===== src/rtl/fme_pkg.sv =====
// Shared types and helpers for the FME SAD / best-candidate datapath.
// Lane count, width derivation and flat-bus lane slicing.
package fme_pkg;

    localparam int LANES = 16;

    function automatic int clog2(input int v);
        int r;
        r = 0;
        for (int i = 0; i < 31; i++) begin
            if ((1 << i) < v) begin
                r = i + 1;
            end
        end
        return r;
    endfunction

    // Row sum of LANES abs diffs needs 4 extra bits, ROWS adds clog2(ROWS).
    function automatic int sad_width(input int dw, input int rows);
        return dw + 2 + 4 + clog2(rows);
    endfunction

    function automatic int lane_lsb(input int k, input int w);
        return k * w;
    endfunction

endpackage


===== src/rtl/fme_absdiff_lane.sv =====
// One lane: signed candidate minus zero-extended original, then magnitude.
// |d| never exceeds 767, so the magnitude fits DATA_WIDTH+2 bits.
module fme_absdiff_lane
    import fme_pkg::*;
#(
    parameter int DATA_WIDTH = 8
) (
    input  logic [DATA_WIDTH+1:0] i_cand,
    input  logic [DATA_WIDTH-1:0] i_orig,
    output logic [DATA_WIDTH+1:0] o_abs
);

    logic [DATA_WIDTH+2:0] w_diff;

    assign w_diff = {i_cand[DATA_WIDTH+1], i_cand} - {3'b000, i_orig};

    // Low bits of -d equal ~d+1 truncated; the magnitude fits, so no MSB needed.
    assign o_abs = w_diff[DATA_WIDTH+2]
                 ? (~w_diff[DATA_WIDTH+1:0] + {{(DATA_WIDTH+1){1'b0}}, 1'b1})
                 : w_diff[DATA_WIDTH+1:0];

endmodule


===== src/rtl/fme_sad_best_select.sv =====
// Pipelined row SAD, per-candidate accumulation and minimum-SAD tracking
// over one search; reports the winning candidate id.
module fme_sad_best_select
    import fme_pkg::*;
#(
    parameter int DATA_WIDTH = 8,
    parameter int ROWS       = 16,
    parameter int ID_W       = 4,
    localparam int SAD_W     = sad_width(DATA_WIDTH, ROWS)
) (
    input  logic                            clk,
    input  logic                            rst,
    input  logic                            in_valid,
    input  logic                            in_first,
    input  logic                            in_last,
    input  logic                            in_last_cand,
    input  logic [ID_W-1:0]                 cand_id,
    input  logic [LANES*(DATA_WIDTH+2)-1:0] cand_flat,
    input  logic [LANES*DATA_WIDTH-1:0]     orig_flat,
    output logic                            sad_valid,
    output logic [SAD_W-1:0]                sad_out,
    output logic [ID_W-1:0]                 sad_id,
    output logic                            best_valid,
    output logic [SAD_W-1:0]                best_sad,
    output logic [ID_W-1:0]                 best_id,
    output logic                            row_err
);

    localparam int CW    = DATA_WIDTH + 2;
    localparam int PW    = DATA_WIDTH + 4;
    localparam int RW    = DATA_WIDTH + 6;
    localparam int CNT_W = clog2(ROWS) + 2;

    logic [CW-1:0]    w_abs [LANES];
    logic [CW-1:0]    r_s1_abs [LANES];
    logic             r_s1_valid, r_s1_first, r_s1_last, r_s1_lc;
    logic [ID_W-1:0]  r_s1_id;
    logic [PW-1:0]    r_s2_part [4];
    logic             r_s2_valid, r_s2_first, r_s2_last, r_s2_lc;
    logic [ID_W-1:0]  r_s2_id;
    logic [RW-1:0]    w_rowsum;
    logic [SAD_W-1:0] w_acc_next, r_acc;
    logic [CNT_W-1:0] w_cnt_now, r_cnt;
    logic             r_row_err;
    logic             r_sad_valid, r_sad_lc;
    logic [SAD_W-1:0] r_sad_out;
    logic [ID_W-1:0]  r_sad_id;
    logic             w_best_win;
    logic [SAD_W-1:0] r_best_sad, r_bs;
    logic [ID_W-1:0]  r_best_id, r_bi;
    logic             r_bv;

    for (genvar k = 0; k < LANES; k++) begin : g_lane
        fme_absdiff_lane #(.DATA_WIDTH(DATA_WIDTH)) u_lane (
            .i_cand (cand_flat[lane_lsb(k, CW) +: CW]),
            .i_orig (orig_flat[lane_lsb(k, DATA_WIDTH) +: DATA_WIDTH]),
            .o_abs  (w_abs[k])
        );
    end

    always_comb begin
        w_rowsum   = RW'(r_s2_part[0]) + RW'(r_s2_part[1])
                   + RW'(r_s2_part[2]) + RW'(r_s2_part[3]);
        w_acc_next = (r_s2_first ? '0 : r_acc) + SAD_W'(w_rowsum);
        w_cnt_now  = in_first ? CNT_W'(1) : r_cnt + CNT_W'(1);
        w_best_win = r_sad_out < r_best_sad;
    end

    always_ff @(posedge clk or posedge rst) begin
        if (rst) begin
            r_s1_valid <= 1'b0;
            r_s1_first <= 1'b0;
            r_s1_last  <= 1'b0;
            r_s1_lc    <= 1'b0;
            r_s1_id    <= '0;
            r_s2_valid <= 1'b0;
            r_s2_first <= 1'b0;
            r_s2_last  <= 1'b0;
            r_s2_lc    <= 1'b0;
            r_s2_id    <= '0;
            for (int k = 0; k < LANES; k++) r_s1_abs[k] <= '0;
            for (int p = 0; p < 4; p++) r_s2_part[p] <= '0;
        end else begin
            r_s1_valid <= in_valid;
            if (in_valid) begin
                r_s1_first <= in_first;
                r_s1_last  <= in_last;
                r_s1_lc    <= in_last_cand;
                r_s1_id    <= cand_id;
                for (int k = 0; k < LANES; k++) r_s1_abs[k] <= w_abs[k];
            end
            r_s2_valid <= r_s1_valid;
            if (r_s1_valid) begin
                r_s2_first <= r_s1_first;
                r_s2_last  <= r_s1_last;
                r_s2_lc    <= r_s1_lc;
                r_s2_id    <= r_s1_id;
                for (int p = 0; p < 4; p++) begin
                    r_s2_part[p] <= PW'(r_s1_abs[4*p])   + PW'(r_s1_abs[4*p+1])
                                  + PW'(r_s1_abs[4*p+2]) + PW'(r_s1_abs[4*p+3]);
                end
            end
        end
    end

    // The accumulator is cleared after a last row so a stray non-first row starts from 0.
    always_ff @(posedge clk or posedge rst) begin
        if (rst) begin
            r_acc       <= '0;
            r_sad_valid <= 1'b0;
            r_sad_out   <= '0;
            r_sad_id    <= '0;
            r_sad_lc    <= 1'b0;
        end else begin
            r_sad_valid <= r_s2_valid && r_s2_last;
            if (r_s2_valid) begin
                r_acc <= r_s2_last ? '0 : w_acc_next;
                if (r_s2_last) begin
                    r_sad_out <= w_acc_next;
                    r_sad_id  <= r_s2_id;
                    r_sad_lc  <= r_s2_lc;
                end
            end
        end
    end

    always_ff @(posedge clk or posedge rst) begin
        if (rst) begin
            r_cnt     <= '0;
            r_row_err <= 1'b0;
        end else if (in_valid) begin
            if (in_last) begin
                r_cnt <= '0;
                if (w_cnt_now != CNT_W'(ROWS)) r_row_err <= 1'b1;
            end else begin
                r_cnt <= w_cnt_now;
            end
        end
    end

    // Strict compare keeps the earlier candidate on ties.
    always_ff @(posedge clk or posedge rst) begin
        if (rst) begin
            r_best_sad <= '1;
            r_best_id  <= '0;
            r_bv       <= 1'b0;
            r_bs       <= '0;
            r_bi       <= '0;
        end else begin
            r_bv <= 1'b0;
            if (r_sad_valid) begin
                if (r_sad_lc) begin
                    r_bv       <= 1'b1;
                    r_bs       <= w_best_win ? r_sad_out : r_best_sad;
                    r_bi       <= w_best_win ? r_sad_id : r_best_id;
                    r_best_sad <= '1;
                    r_best_id  <= '0;
                end else if (w_best_win) begin
                    r_best_sad <= r_sad_out;
                    r_best_id  <= r_sad_id;
                end
            end
        end
    end

    assign sad_valid  = r_sad_valid;
    assign sad_out    = r_sad_out;
    assign sad_id     = r_sad_id;
    assign best_valid = r_bv;
    assign best_sad   = r_bs;
    assign best_id    = r_bi;
    assign row_err    = r_row_err;

endmodule


===== config.mk =====
export PLATFORM = sky130hd
export DESIGN_NAME = fme_sad_best_select
export DESIGN_NICKNAME = d
export VERILOG_FILES = /design/src/rtl/fme_pkg.sv /design/src/rtl/fme_absdiff_lane.sv /design/src/rtl/fme_sad_best_select.sv
export SDC_FILE = /design/constraint.sdc
export NUM_CORES = 1
export LEC_CHECK = 0
export BUFFER_PORTS_ARGS = -buffer_cell sky130_fd_sc_hd__buf_2
export CAP_MARGIN = 40
export CORE_MARGIN = 2
export CORE_UTILIZATION = 61
export CTS_CLUSTER_SIZE = 24
export DETAILED_ROUTE_END_ITERATION = 8
export PLACE_DENSITY = 0.9
export SETUP_SLACK_MARGIN = 0.2
export SYNTH_ARGS = -nofsm -noshare
export SYNTH_HDL_FRONTEND = slang
export SYNTH_HIERARCHICAL = 1
export SYNTH_SLANG_ARGS = --single-unit

===== constraint.sdc =====
create_clock -name clk -period 13.41 [get_ports clk]
set_clock_uncertainty 0.1 [all_clocks]
set_input_delay 2.0115 -clock clk [delete_from_list [all_inputs] [get_ports clk]]
set_output_delay 2.0115 -clock clk [all_outputs]
set_load 0.02 [all_outputs]

# == Word-level counts from Yosys, hierarchy flattened ==
# Cells that the tools add are included.
# word_totals
out_inout_bits,47
reg_bits,318
# classes
n_bitwise,16
n_reduce_logical,4
n_eq_ne,1
n_mux,26
magnitude_cmp,1
add_sub_neg,49
# op_table
op,n
subtractor 10 x 9 -> 11 bit,16
"adder 10 x 1 -> 10 bit, second input constant",16
2-to-1 mux 10 bit,16
NOT 10 bit,16
2-to-1 mux 18 bit,4
adder 11 x 10 -> 12 bit,4
adder 12 x 10 -> 12 bit,4
adder 10 x 10 -> 11 bit,4
adder 18 x 14 -> 18 bit,1
< comparator 18 bit,1
adder 13 x 12 -> 14 bit,1
adder 14 x 12 -> 14 bit,1
adder 12 x 12 -> 13 bit,1
2-to-1 mux 6 bit,2
2-to-1 mux 4 bit,2
"adder 6 x 1 -> 6 bit, second input constant",1
"!= test 6 x 5 -> 1 bit, second input constant",1
AND reduction 2 bit,2
AND reduction 3 bit,1
2-to-1 mux 1 bit,2
logical AND 1 bit,1

# == Longest topological paths before layout ==
# Gate-level depths: netlist of the first run.
# depth
depth_word,5
depth_mapped,16

# == Modules after synthesis ==
# Netlist of the first run, hierarchy kept.
# modules_own_cells
mod,cells_per_inst,area_each_um2,instances
fme_sad_best_select,1407,17470.5,1
fme_absdiff_lane at g_lane[0].u_lane ...,106,783.3,15
fme_absdiff_lane at g_lane[15].u_lane,123,840.8,1

# == Least setup slack after synthesis of the first run ==
# Ideal clock, no wire load.
# synth_path
kind,input -> register
from,input port cand_flat[50]
to,register r_s1_abs[108] (netlist bit)
t_arrival_ns,4.169
path_stages,12
required_ns,13.185
setup_slack_ns,9.016
n_path_buf,0
path_cell_list,inv_1 -> ha_1 -> fa_1 -> nor2b_4 -> o21ai_1 -> mux2i_1 -> a211oi_4 -> nor3_4 -> a21boi_2 -> xnor2_1 -> a22oi_1 -> mux2_2
# synth_lines
item,line,rtl
start: declaration,fme_sad_best_select.sv:18,"input logic [LANES*(DATA_WIDTH+2)-1:0] cand_flat,"
end: declaration,fme_sad_best_select.sv:35,logic [CW-1:0] r_s1_abs [LANES];

# == Worst setup path in the final report of the first run ==
# layout_path
from,register r_s2_part[25] (netlist bit)
to,register r_acc[17]
# layout_via
elab_chain_len,5
# layout_lines
item,line,rtl
start: declaration,fme_sad_best_select.sv:38,logic [PW-1:0] r_s2_part [4];
start signal: indexed assignment,fme_sad_best_select.sv:99,r_s2_part[p] <= PW'(r_s1_abs[4*p]) + PW'(r_s1_abs[4*p+1])
adder 12 x 12 -> 13 bit,fme_sad_best_select.sv:62,w_rowsum = RW'(r_s2_part[0]) + RW'(r_s2_part[1])
adder 13 x 12 -> 14 bit,fme_sad_best_select.sv:63,+ RW'(r_s2_part[2]) + RW'(r_s2_part[3]);
adder 14 x 12 -> 14 bit,fme_sad_best_select.sv:63,
adder 18 x 14 -> 18 bit,fme_sad_best_select.sv:64,w_acc_next = (r_s2_first ? '0 : r_acc) + SAD_W'(w_rowsum);
2-to-1 mux 18 bit,fme_sad_best_select.sv:117,r_acc <= r_s2_last ? '0 : w_acc_next;
end signal: assignment,fme_sad_best_select.sv:117,
end: declaration,fme_sad_best_select.sv:42,"logic [SAD_W-1:0] w_acc_next, r_acc;"
# No other way between the ends.
# A chain may end at the register's enable or synchronous reset.

==> impl_metrics.csv, run 1 <==
group,metric,value,unit
yosys,synthFlopType,"dfrtp_1",
worst_setup_path,path_cells,"inv_1 -> fa_1 -> fa_1 -> inv_1 -> fa_1 -> ha_1 -> inv_1 -> fa_1 -> nand2b_1 -> a21oi_1 -> o31a_1 -> o21ai_1 -> a211oi_2 -> mux2_2 -> o2bb2ai_1",
worst_setup_path,required,13.74,ns
place,numPortBuffers,344,
yosys,synth_cells,3120,
timing,slew_violations,0,
timing,fin_crit,4.378,ns
layout,synthToLayoutAreaGrowth,11.55,%
timing,grt_setup_unrepaired,"no",
timing,post-route-period-util,32.64,%
layout,layout-drive-gt1-share,23.01,%
clock_tree,htreeDepth,2,
clock_tree,clockBufferDepth,3,
global_routing,grt_max_degree,166,
drt,dr.pass1.iters,5,
timing,final-hold-violation-count,0,
worst_setup_path,cp.buffers_inverters,3,
yosys,synth_nets,3774,
yosys,async_flop_share,100.0,%
worst_setup_path,cp_max_fo,2,
clock_tree,numCtsBuffers,35,
clock_tree,hold_buffers,0,
layout,fill_cells,3554,
die,ioPinCount,345,
job,cap_viol_max_count,0,
worst_setup_path,cp_common_cell,"fa_1",
place,routabilityCongestion,0.9013,
yosys,synth_warnings,6,
worst_setup_path,cp_top_family,"adder cells",
timing,slew_headroom,37.15,%
yosys,yosys_register_bits,318,
clock_tree,clock-sinks,318,
yosys,synth_area_leader_cell,"dfrtp_1",
global_routing,overflow,0,
yosys,synth_edf_count,0,
worst_setup_path,crit_path_end_kind,"flop",
pwr,vdd_ir_drop_max,0.3381,mV
status,status,"completed",
pwr,powerDensity,255.0,nW/um^2
die,std_cell_rows,81,
global_routing,grt_usage,26.23,%
die,dieArea,51070,um^2
clock_tree,cts_tree,"built",
worst_setup_path,critical_path.slowest_cell,"fa_1",
global_routing,grt_antenna_before_repair,2,
yosys,syn-cell-area,30060,um^2
worst_setup_path,crit_type,"flop to flop",
worst_setup_path,start_kind,"flop",
yosys,synth_top_area_share,24.97,%
die,start_util,61.66,%
clock_tree,cts_root_buffer,"clkbuf_16",
drt,drtIter0Drc,1344,
drt,vias_per_cell,5.730,
timing,worst_pin_slew,0.9428,ns
place,hpwl,52600,um
yosys,ys_seq_area_share,26.55,%
pwr,leakage,0.01577,uW
timing,fmax,0.2284,GHz
yosys,synth_cell_types,86,
yosys,synth_area_leaders,"dfrtp_1 25%, ha_1 9.4%, fa_1 8.7%",
drt,drc,0,
clock_tree,cts_resized,0,
clock_tree,clock_latency,0.52,ns
yosys,synth_area_per_cell,9.635,um^2
die,fp.dieW,226.0,um
worst_setup_path,arrival,4.71,ns
clock_tree,clk_pin_slew_worst_paths,0.06,ns
worst_hold_path,min_path_type,"flop to flop",
global_routing,grt_first_pass_wirelength,110900,um
layout,nets,4077,
drt,wl,66380,um
place,placed_area,32360,um^2
die,core_area,48750,um^2
clock_tree,post_cts_buffers,0,
drt,vias,23560,
layout,fin_util,68.78,%
timing,setup-tns-final,0,ns
timing,finalSetupViolations,0,
layout,stdcell_area,33530,um^2
worst_setup_path,slowest_delay,0.54,ns
drt,wire_per_inst,16.14,um
yosys,synthTopCellsByCount,"346 x inv_1, 300 x dfrtp_1, 225 x ha_1",
yosys,synth.most_common_cell,"inv_1",
global_routing,grt_pass1_vias,23300,
die,die_h,226.0,um
drt,final_antenna_net_count,0,
==> worst paths after layout <==
check / start / to / slack [ns] / depth (start not counted)
worst min-delay path: best_sad[4]$_DFFE_PP0P_ / best_sad[4]$_DFFE_PP0P_ / 0.38 / 2
worst max-delay path: r_s2_part[25]$_DFFE_PP0P_ / r_acc[17]$_DFFE_PP0P_ / 9.03 / 15
max in group asynchronous: rst / r_s1_abs[125]$_DFFE_PP0P_ / 10.34 / 3
min in group asynchronous: rst / best_sad[12]$_DFFE_PP0P_ / 1.51 / 2
worst min register to register: best_sad[4]$_DFFE_PP0P_ / best_sad[4]$_DFFE_PP0P_ / 0.38 / 2
worst max register to register: r_s2_part[25]$_DFFE_PP0P_ / r_acc[17]$_DFFE_PP0P_ / 9.03 / 15
==> area by class of cell <==
cell class              count  area [um^2]  area share [%]
clock inverters            13        206.4          0.6157
multi-input cells        2369        20380           60.77
clock buffers              48        964.7           2.877
repair buffers            353         1863           5.556
flip-flops and latches    318         7981           23.80
inverters                 346         1306           3.896
well taps                 664        830.8           2.478
diodes                      1        2.502        0.007463
==> report_power, final <==
group | total, uW | leakage [uW] | switching [uW] | internal (uW)
Sequential | 1630 | 0.00382 | 289 | 1340
Clock | 990 | 0.000566 | 388 | 602
Combinational | 5930 | 0.0114 | 3340 | 2590
==> per-layer routing <==
layer	part of all wire (%)	routed length [um]	vias up	GRT usage [%]
li1	-	-	11500	-
met1	44	29010	11420	34.12
met2	50	33170	518	46.25
met3	4.1	2723	122	3.266
met4	2.2	1469	2	6.729
met5	0.012	8	-	0
==> sequential cells by signal, indices dropped and copies added, names as in the netlist, 6 cells and up <==
signal,count
r_cnt,6
best_sad,18
r_s1_abs,160
sad_out,18
r_s2_part,48
r_best_sad,18
r_acc,18
==> worst register-to-register path, cell delays in order, from the launching register on <==
cell and delay (ns):
dfrtp_1 0.36, inv_1 0.14, fa_1 0.46, fa_1 0.52, inv_1 0.06, fa_1 0.54, ha_1 0.19, inv_1 0.06
fa_1 0.40, nand2b_1 0.18, a21oi_1 0.21, o31a_1 0.18, o21ai_1 0.13, a211oi_2 0.28, mux2_2 0.38, o2bb2ai_1 0.11
==> stage by stage <==
step / power (uW) / hold slack [ns] / cells / setup slack, ns
after floorplan: 6108 / 0.3064 / 3120 / 2.529
after global placement: 7242 / 0.3471 / 4046 / 8.711
after detailed placement: 7520 / 0.3522 / 4050 / 8.681
after CTS: 8587 / 0.3779 / 4111 / 9.017
after global routing: 9403 / 0.3943 / 4112 / 8.827
final: 8551 / 0.3751 / 4112 / 9.032
==> placed cells by master, fill, tap and decap left out, types with 16 or more instances in the layout <==
| master | Yosys | routed |
|---|---|---|
| xor2_1 | 110 | 110 |
| o211ai_1 | 18 | 18 |
| fa_1 | 131 | 131 |
| nor2b_4 | 31 | 31 |
| nor3b_1 | 16 | 16 |
| o21a_1 | 68 | 68 |
| mux2i_1 | 48 | 48 |
| mux2_2 | 191 | 191 |
| o31ai_1 | 20 | 20 |
| o41ai_1 | 16 | 16 |
| nand4_1 | 20 | 20 |
| inv_1 | 346 | 345 |
| nand2_1 | 195 | 195 |
| nor3_1 | 73 | 73 |
| ha_1 | 225 | 225 |
| a22oi_1 | 16 | 16 |
| buf_2 | 18 | 343 |
| o21ai_1 | 20 | 20 |
| nor2b_1 | 32 | 32 |
| or3_1 | 18 | 18 |
| clkbuf_16 | 0 | 35 |
| o21ai_0 | 137 | 137 |
| a21boi_0 | 18 | 18 |
| dfrtp_1 | 300 | 299 |
| nand3_1 | 36 | 36 |
| dfstp_2 | 18 | 18 |
| nor4_1 | 17 | 17 |
| nand2b_1 | 27 | 27 |
| xnor2_1 | 138 | 138 |
| nand4b_1 | 16 | 16 |
| o31a_1 | 48 | 48 |
| a21o_1 | 38 | 38 |
| a21oi_1 | 151 | 151 |
| nor2_1 | 222 | 222 |
| or2_1 | 30 | 30 |
==> cell families after synthesis <==
group                      Yosys count  share of synthesized area [%]
and+or+nand+nor                    802                          14.79
AOI/OAI and AO/OA                  724                          18.93
buffers and inverters              433                          5.669
adders and majority gates          356                          18.09
DFF                                318                          26.55
xor gates and xnor gates           248                          7.226
muxes                              239                          8.753
No activity file was read; power rests on OpenSTA's default activity.
==> run 2: changes to the inputs <==
==> constraint.sdc (replaced) <==
create_clock -name clk -period 4.3 [get_ports clk]
set_clock_uncertainty 0.1 [all_clocks]
set_input_delay 0.645 -clock clk [delete_from_list [all_inputs] [get_ports clk]]
set_output_delay 0.645 -clock clk [all_outputs]
set_load 0.02 [all_outputs]
==> run 2 against run 1 <==
  * Non-clock buffer count increased by 8
  * Register-to-register slack got worse by 8.9 ns
  * Sequential cell count unchanged
  * Worst setup slack got worse by 8.9 ns
  * Routed wire length increased by 1.5%
  * Utilization increased by 0.44 points
  * Largest cell class unchanged
  * Critical path type unchanged
  * Sequential share of layout area decreased by 0.15 points
  * Via count increased by 0.37%
  * Final area increased by 0.64%
  * Sequential power increased to 3.1 times the previous value
==> impl_metrics.csv, run 2 (synthesized netlist as in run 1, its figures left out) <==
group,metric,value,unit
status,status,"completed",
drt,top_layer,"met5",
layout,nets,4085,
timing,final-hold-violation-count,0,
pwr,p_total,28160,uW
layout,stdcell_area,33750,um^2
place,dp.cells,4052,
drt,final_antenna_net_count,0,
layout,synthToLayoutAreaGrowth,12.26,%
layout,multi_input_area,20480,um^2
layout,final_common_cell,"buf_2",
clock_tree,cts_tree,"built",
die,die_h,226.0,um
timing,finalSetupViolations,0,
timing,grt_setup_unrepaired,"yes",
global_routing,grt_antenna_before_repair,2,
layout,regArea,7981,um^2
layout,reg.largest.list,"r_s1_abs (160), r_s2_part (48)",
worst_setup_path,arrival,4.49,ns
timing,slew_violations,0,
clock_tree,clock_latency,0.54,ns
clock_tree,numCtsBuffers,35,
place,numPortBuffers,344,
layout,final_cells,4122,
drt,wl_met1,29740,um
global_routing,grt_pass1_vias,23100,
clock_tree,clk_pin_slew_worst_paths,0.06,ns
die,fp.dieW,226.0,um
place,pre_cts_ws,-0.02510,ns
timing,worst_pin_slew,0.8963,ns
worst_setup_path,critical_path.slowest_cell,"fa_1",
timing,post-route-period-util,96.44,%
drt,vias,23650,
global_routing,grt_first_pass_wirelength,111500,um
layout,largest_reg_flops,160,
worst_setup_path,crit_path_end_kind,"flop",
die,ioPinCount,345,
worst_setup_path,cp_max_fo,2,
worst_setup_path,crit_type,"flop to flop",
timing,fin_crit,4.147,ns
die,start_util,61.66,%
timing,setup_ws,0.1531,ns
drt,drc,0,
layout,layout-drive-gt1-share,23.83,%
global_routing,grt_usage,26.32,%
timing,fmax,0.2411,GHz
clock_tree,cts_root_buffer,"clkbuf_16",
drt,wire_per_inst,16.34,um
die,core_area,48750,um^2
drt,wl_met3,2664,um
drt,dr.pass1.iters,5,
job,cap_viol_max_count,0,
pwr,leakage,0.01586,uW
timing,slew_headroom,40.24,%
die,dieArea,51070,um^2
drt,vias_per_cell,5.737,
place,routabilityCongestion,0.8668,
pwr,vdd_ir_drop_max,1.193,mV
clock_tree,clockBufferDepth,3,
drt,dr_wl_met2,33520,um
clock_tree,htreeDepth,2,
place,placed_area,32390,um^2
global_routing,grt_max_degree,149,
place,hpwl,52420,um
worst_setup_path,cp_top_family,"adder cells",
worst_setup_path,required,4.65,ns
worst_hold_path,min_path_type,"primary input to asynchronous set/reset pin",
worst_setup_path,path_cells,"inv_2 -> fa_1 -> fa_1 -> inv_2 -> fa_1 -> ha_2 -> inv_2 -> fa_2 -> nand2b_4 -> a21oi_4 -> o31a_1 -> o21ai_2 -> a211oi_2 -> mux2_4 -> o2bb2ai_2",
global_routing,overflow,0,
layout,diodes,0,
drt,wl,67360,um
drt,drtIter0Drc,1376,
worst_setup_path,slowest_delay,0.51,ns
die,std_cell_rows,81,
layout,fill_cells,3589,
layout,layout_common_cells,"343 x buf_2, 341 x inv_1, 299 x dfrtp_1, 223 x ha_1, 222 x nor2_1",
layout,regMostFlops,"r_s1_abs",
worst_setup_path,start_kind,"flop",
worst_setup_path,cp.buffers_inverters,3,
clock_tree,clock-sinks,318,
pwr,powerDensity,834.4,nW/um^2
## run 2: cell count changes in the layout (fill, tap and decap cells not counted), sizes merged
cell | previous run | this run
clkbuf | 48 | 49
diode | 1 | 0
clkinv | 5 | 9
buf | 353 | 361
bufinv | 5 | 4
inv | 347 | 346
## run 2: what timing repair did
| action | in CTS | in global routing |
|---|---|---|
| resized for setup | 11 | 16 |
| setup buffers | 3 | 3 |
| hold buffers | 0 | 0 |
| setup endpoints to repair | 9 | 19 |
| pin swaps | 7 | 16 |
## run 2: report_power, final
| group | switching [uW] | leakage [uW] | internal [uW] | total (uW) |
|---|---|---|---|---|
| registers | 894 | 0.00382 | 4180 | 5080 |
| clock network | 1260 | 0.000592 | 1870 | 3130 |
| logic | 11300 | 0.0114 | 8610 | 19900 |
## run 2: metrics by stage
| step | hold slack, ns | setup TNS, ns | util, % |
|---|---|---|---|
| CTS | 0.1446 | 0 | 69.05 |
| global route | 0.1781 | 0 | 69.23 |
| finish | 0.1423 | 0 | 69.23 |
| detailed placement | 0.3558 | -0.02510 | 66.45 |
| global placement | 0.3487 | 0 | 66.33 |
| floorplan | 0.3064 | -200.74 | - |
## run 2: area by class of cell
| class | instances | share of cell area (%) |
|---|---|---|
| sequential | 318 | 23.65 |
| clock inverter | 15 | 0.6488 |
| inverter | 346 | 3.860 |
| timing repair buffer | 361 | 5.765 |
| tap | 664 | 2.462 |
| clock buffer | 49 | 2.929 |
| multi-input combinational | 2369 | 60.68 |
## run 2: worst paths after layout
path,start,to,slack [ns],cells after the start
worst max-delay path,r_s2_part[13]$_DFFE_PP0P_,r_acc[17]$_DFFE_PP0P_,0.15,15
worst min-delay path,rst,sad_id[0]$_DFFE_PP0P_,0.14,2
worst max register to register,r_s2_part[13]$_DFFE_PP0P_,r_acc[17]$_DFFE_PP0P_,0.15,15
worst min register to register,row_err$_DFFE_PP0P_,row_err$_DFFE_PP0P_,0.37,1
max in group asynchronous,rst,r_s1_abs[97]$_DFFE_PP0P_,2.66,3
min in group clk,cand_id[2],r_s1_id[2]$_DFFE_PP0P_,0.26,2
## run 2: per-layer routing
metal | up-vias | track usage (%)
met2 | 546 | 45.96
li1 | 11530 | -
met1 | 11460 | 35.06
met5 | - | 0
met3 | 108 | 2.810
met4 | 2 | 6.409
==> run 3: changes to the inputs <==
--- a/config.mk
+++ b/config.mk
@@ -5,13 +5,13 @@
 export SDC_FILE = /design/constraint.sdc
 export NUM_CORES = 1
 export LEC_CHECK = 0
-export BUFFER_PORTS_ARGS = -buffer_cell sky130_fd_sc_hd__buf_2
+export BUFFER_PORTS_ARGS = -buffer_cell sky130_fd_sc_hd__buf_4
 export CAP_MARGIN = 40
 export CORE_MARGIN = 2
-export CORE_UTILIZATION = 61
+export CORE_UTILIZATION = 25
 export CTS_CLUSTER_SIZE = 24
 export DETAILED_ROUTE_END_ITERATION = 8
-export PLACE_DENSITY = 0.9
+export PLACE_DENSITY = 0.48
 export SETUP_SLACK_MARGIN = 0.2
 export SYNTH_ARGS = -nofsm -noshare
 export SYNTH_HDL_FRONTEND = slang
==> run 3 against run 2 <==
  * Clock power rose by 14%
  * Critical path depth unchanged
  * Die area up 140%
  * Via count shrank 4.3%
  * Routed wire length increased by 14%
  * Sequential power about the same
  * Register-to-register slack gained 0.13 ns
  * Global-route usage decreased by 14 points
  * Largest power group unchanged
==> impl_metrics.csv, run 3 (synthesized netlist as in run 1, its figures left out) <==
group,metric,value,unit
worst_setup_path,regToRegSetupSlack,0.28,ns
place,numPortBuffers,344,
timing,slew_violations,0,
worst_setup_path,worstSetupEndpoint,"r_acc[17]$_DFFE_PP0P_",
pwr,p_comb_share,69.6,%
drt,drc,0,
timing,fmax,0.2490,GHz
pwr,switching_share,47.19,%
die,start_util,25.12,%
die,std_cell_rows,127,
layout,synthToLayoutAreaGrowth,19.63,%
die,fp.dieW,350.8,um
clock_tree,clk_pin_slew_worst_paths,0.06,ns
global_routing,grt_pass1_vias,22580,
status,status,"completed",
die,core_area,119700,um^2
layout,layout_common_cells,"352 x buf_4, 343 x inv_1, 299 x dfrtp_1, 223 x ha_1, 221 x nor2_1",
worst_setup_path,required,4.69,ns
timing,worst_pin_slew,0.8480,ns
drt,wire_per_inst,15.08,um
worst_setup_path,r2r-end,"r_acc[17]$_DFFE_PP0P_",
worst_setup_path,cp_common_cell,"fa_1",
drt,vias,22640,
die,ioPinCount,345,
drt,final_antenna_net_count,0,
layout,reg.largest.list,"r_s1_abs (160), r_s2_part (48)",
pwr,leakage,0.01622,uW
timing,fin_crit,4.015,ns
timing,post-route-period-util,93.38,%
clock_tree,htreeDepth,2,
worst_setup_path,crit_type,"flop to flop",
timing,grt_setup_unrepaired,"yes",
worst_setup_path,slowest_delay,0.50,ns
worst_setup_path,critical_path.slowest_cell,"fa_1",
worst_setup_path,arrival,4.41,ns
worst_setup_path,cp_max_fo,2,
die,die_h,350.8,um
worst_setup_path,startpoint,"r_s2_part[25]$_DFFE_PP0P_",
timing,holdWs,0.05560,ns
worst_setup_path,path_cells,"inv_1 -> fa_1 -> fa_1 -> inv_1 -> fa_1 -> ha_2 -> inv_2 -> fa_2 -> nand2b_4 -> a21oi_4 -> o31a_1 -> o21ai_2 -> a211oi_2 -> mux2_4 -> o2bb2ai_2",
timing,final-hold-violation-count,0,
die,dieArea,123000,um^2
worst_setup_path,start_kind,"flop",
timing,slew_headroom,43.47,%
worst_setup_path,crit_path_end_kind,"flop",
pwr,p_switching,13410,uW
global_routing,overflow,0,
layout,final_common_cell,"buf_4",
global_routing,grt_antenna_before_repair,4,
timing,finalSetupViolations,0,
worst_setup_path,r2r_start,"r_s2_part[25]$_DFFE_PP0P_",
clock_tree,clock_latency,0.57,ns
layout,layout-drive-gt1-share,23.99,%
worst_hold_path,min_path_type,"primary input to asynchronous set/reset pin",
pwr,powerDensity,790.5,nW/um^2
layout,largest_reg_flops,160,
pwr,power_frac_clock,12.5,%
clock_tree,cts_tree,"built",
place,hpwl,62450,um
place,routabilityCongestion,0.7842,
job,cap_viol_max_count,0,
clock_tree,clock-sinks,318,
drt,wl,76640,um
pwr,p_total,28430,uW
clock_tree,numCtsBuffers,42,
drt,drtIter0Drc,804,
global_routing,grt_max_degree,89,
clock_tree,hold_buffers,0,
drt,vias_per_cell,4.454,
global_routing,grt_usage,12.37,%
layout,regMostFlops,"r_s1_abs",
worst_setup_path,r2r.worst_path.cells,15,
pwr,cellInternalPower,15010,uW
pwr,seq_power_share,17.8,%
layout,nets,4090,
clock_tree,cts_root_buffer,"clkbuf_16",
clock_tree,clockBufferDepth,3,
pwr,vdd_ir_drop_max,0.7336,mV
global_routing,grt_first_pass_wirelength,123400,um
drt,dr.pass1.iters,5,
[run 3: repair_timing]
action,in CTS,in global routing
endpoints found under the setup margin,7,17
resized for setup,7,12
setup buffers,0,3
hold endpoints to repair,0,0
pin swaps,4,15
[run 3: worst min-delay path by stage]
stage	endpoint	slack (ns)	cells past startpoint
2_1_floorplan	r_s2_valid$_DFF_PP0_	0.31	0
3_3_place_gp	best_id[0]$_DFFE_PP0P_	0.37	2
3_5_place_dp	r_acc[1]$_DFFE_PP0P_	0.37	1
4_1_cts	r_s2_first$_DFFE_PP0P_	0.02	2
5_1_grt	r_s2_id[3]$_DFFE_PP0P_	0.06	2
6_report	r_s1_id[3]$_DFFE_PP0P_	0.06	2
[run 3: critical path, delay by kind of cell, from the launching register on]
kind	cells	cell delay, ns
fa+ha+maj	5	1.97
compound gates	5	0.82
flops	1	0.36
mux	1	0.34
buf+inv	3	0.18
simple gates	1	0.16
[run 3: area by class of cell]
type	count	area, um^2
Antenna cell	3	7.507
Clock buffer	54	1177
Clock inverter	22	229.0
Fill cell	12500	83690
Inverter	346	1303
Multi-Input combinational cell	2369	20460
Sequential cell	318	7984
Tap cell	1612	2017
Timing Repair Buffer	359	2784
[run 3: power groups by stage]
| stage | combinational [uW] | clock, uW | sequential, uW |
|---|---|---|---|
| final | 19800 | 3560 | 5070 |
| after global routing | 22700 | 3830 | 5250 |
| after CTS | 20000 | 3700 | 5110 |
| after detailed placement | 19600 | 0 | 5160 |
| after global placement | 19500 | 0 | 5160 |
| after floorplan | 14000 | 0 | 5000 |
[run 3: per-layer routing]
layer | wire [um] | track usage [%]
met5 | 0 | 0
met1 | 36260 | 16.88
met2 | 36260 | 20.61
met4 | 1729 | 3.381
met3 | 2392 | 1.433
[run 3: through the flow]
stage | setup slack, ns | utilization (%) | TNS, ns | area (um^2) | instances
3_5_place_dp | 0.01635 | 28.78 | 0 | 34440 | 5001
3_3_place_gp | 0.06882 | 28.76 | 0 | 34410 | 5000
2_1_floorplan | -0.6691 | - | -200.74 | 30060 | 3120
6_report | 0.2847 | 30.05 | 0 | 35960 | 5083
5_1_grt | 0.1373 | 30.05 | 0 | 35960 | 5083
4_1_cts | 0.1574 | 29.99 | 0 | 35880 | 5077
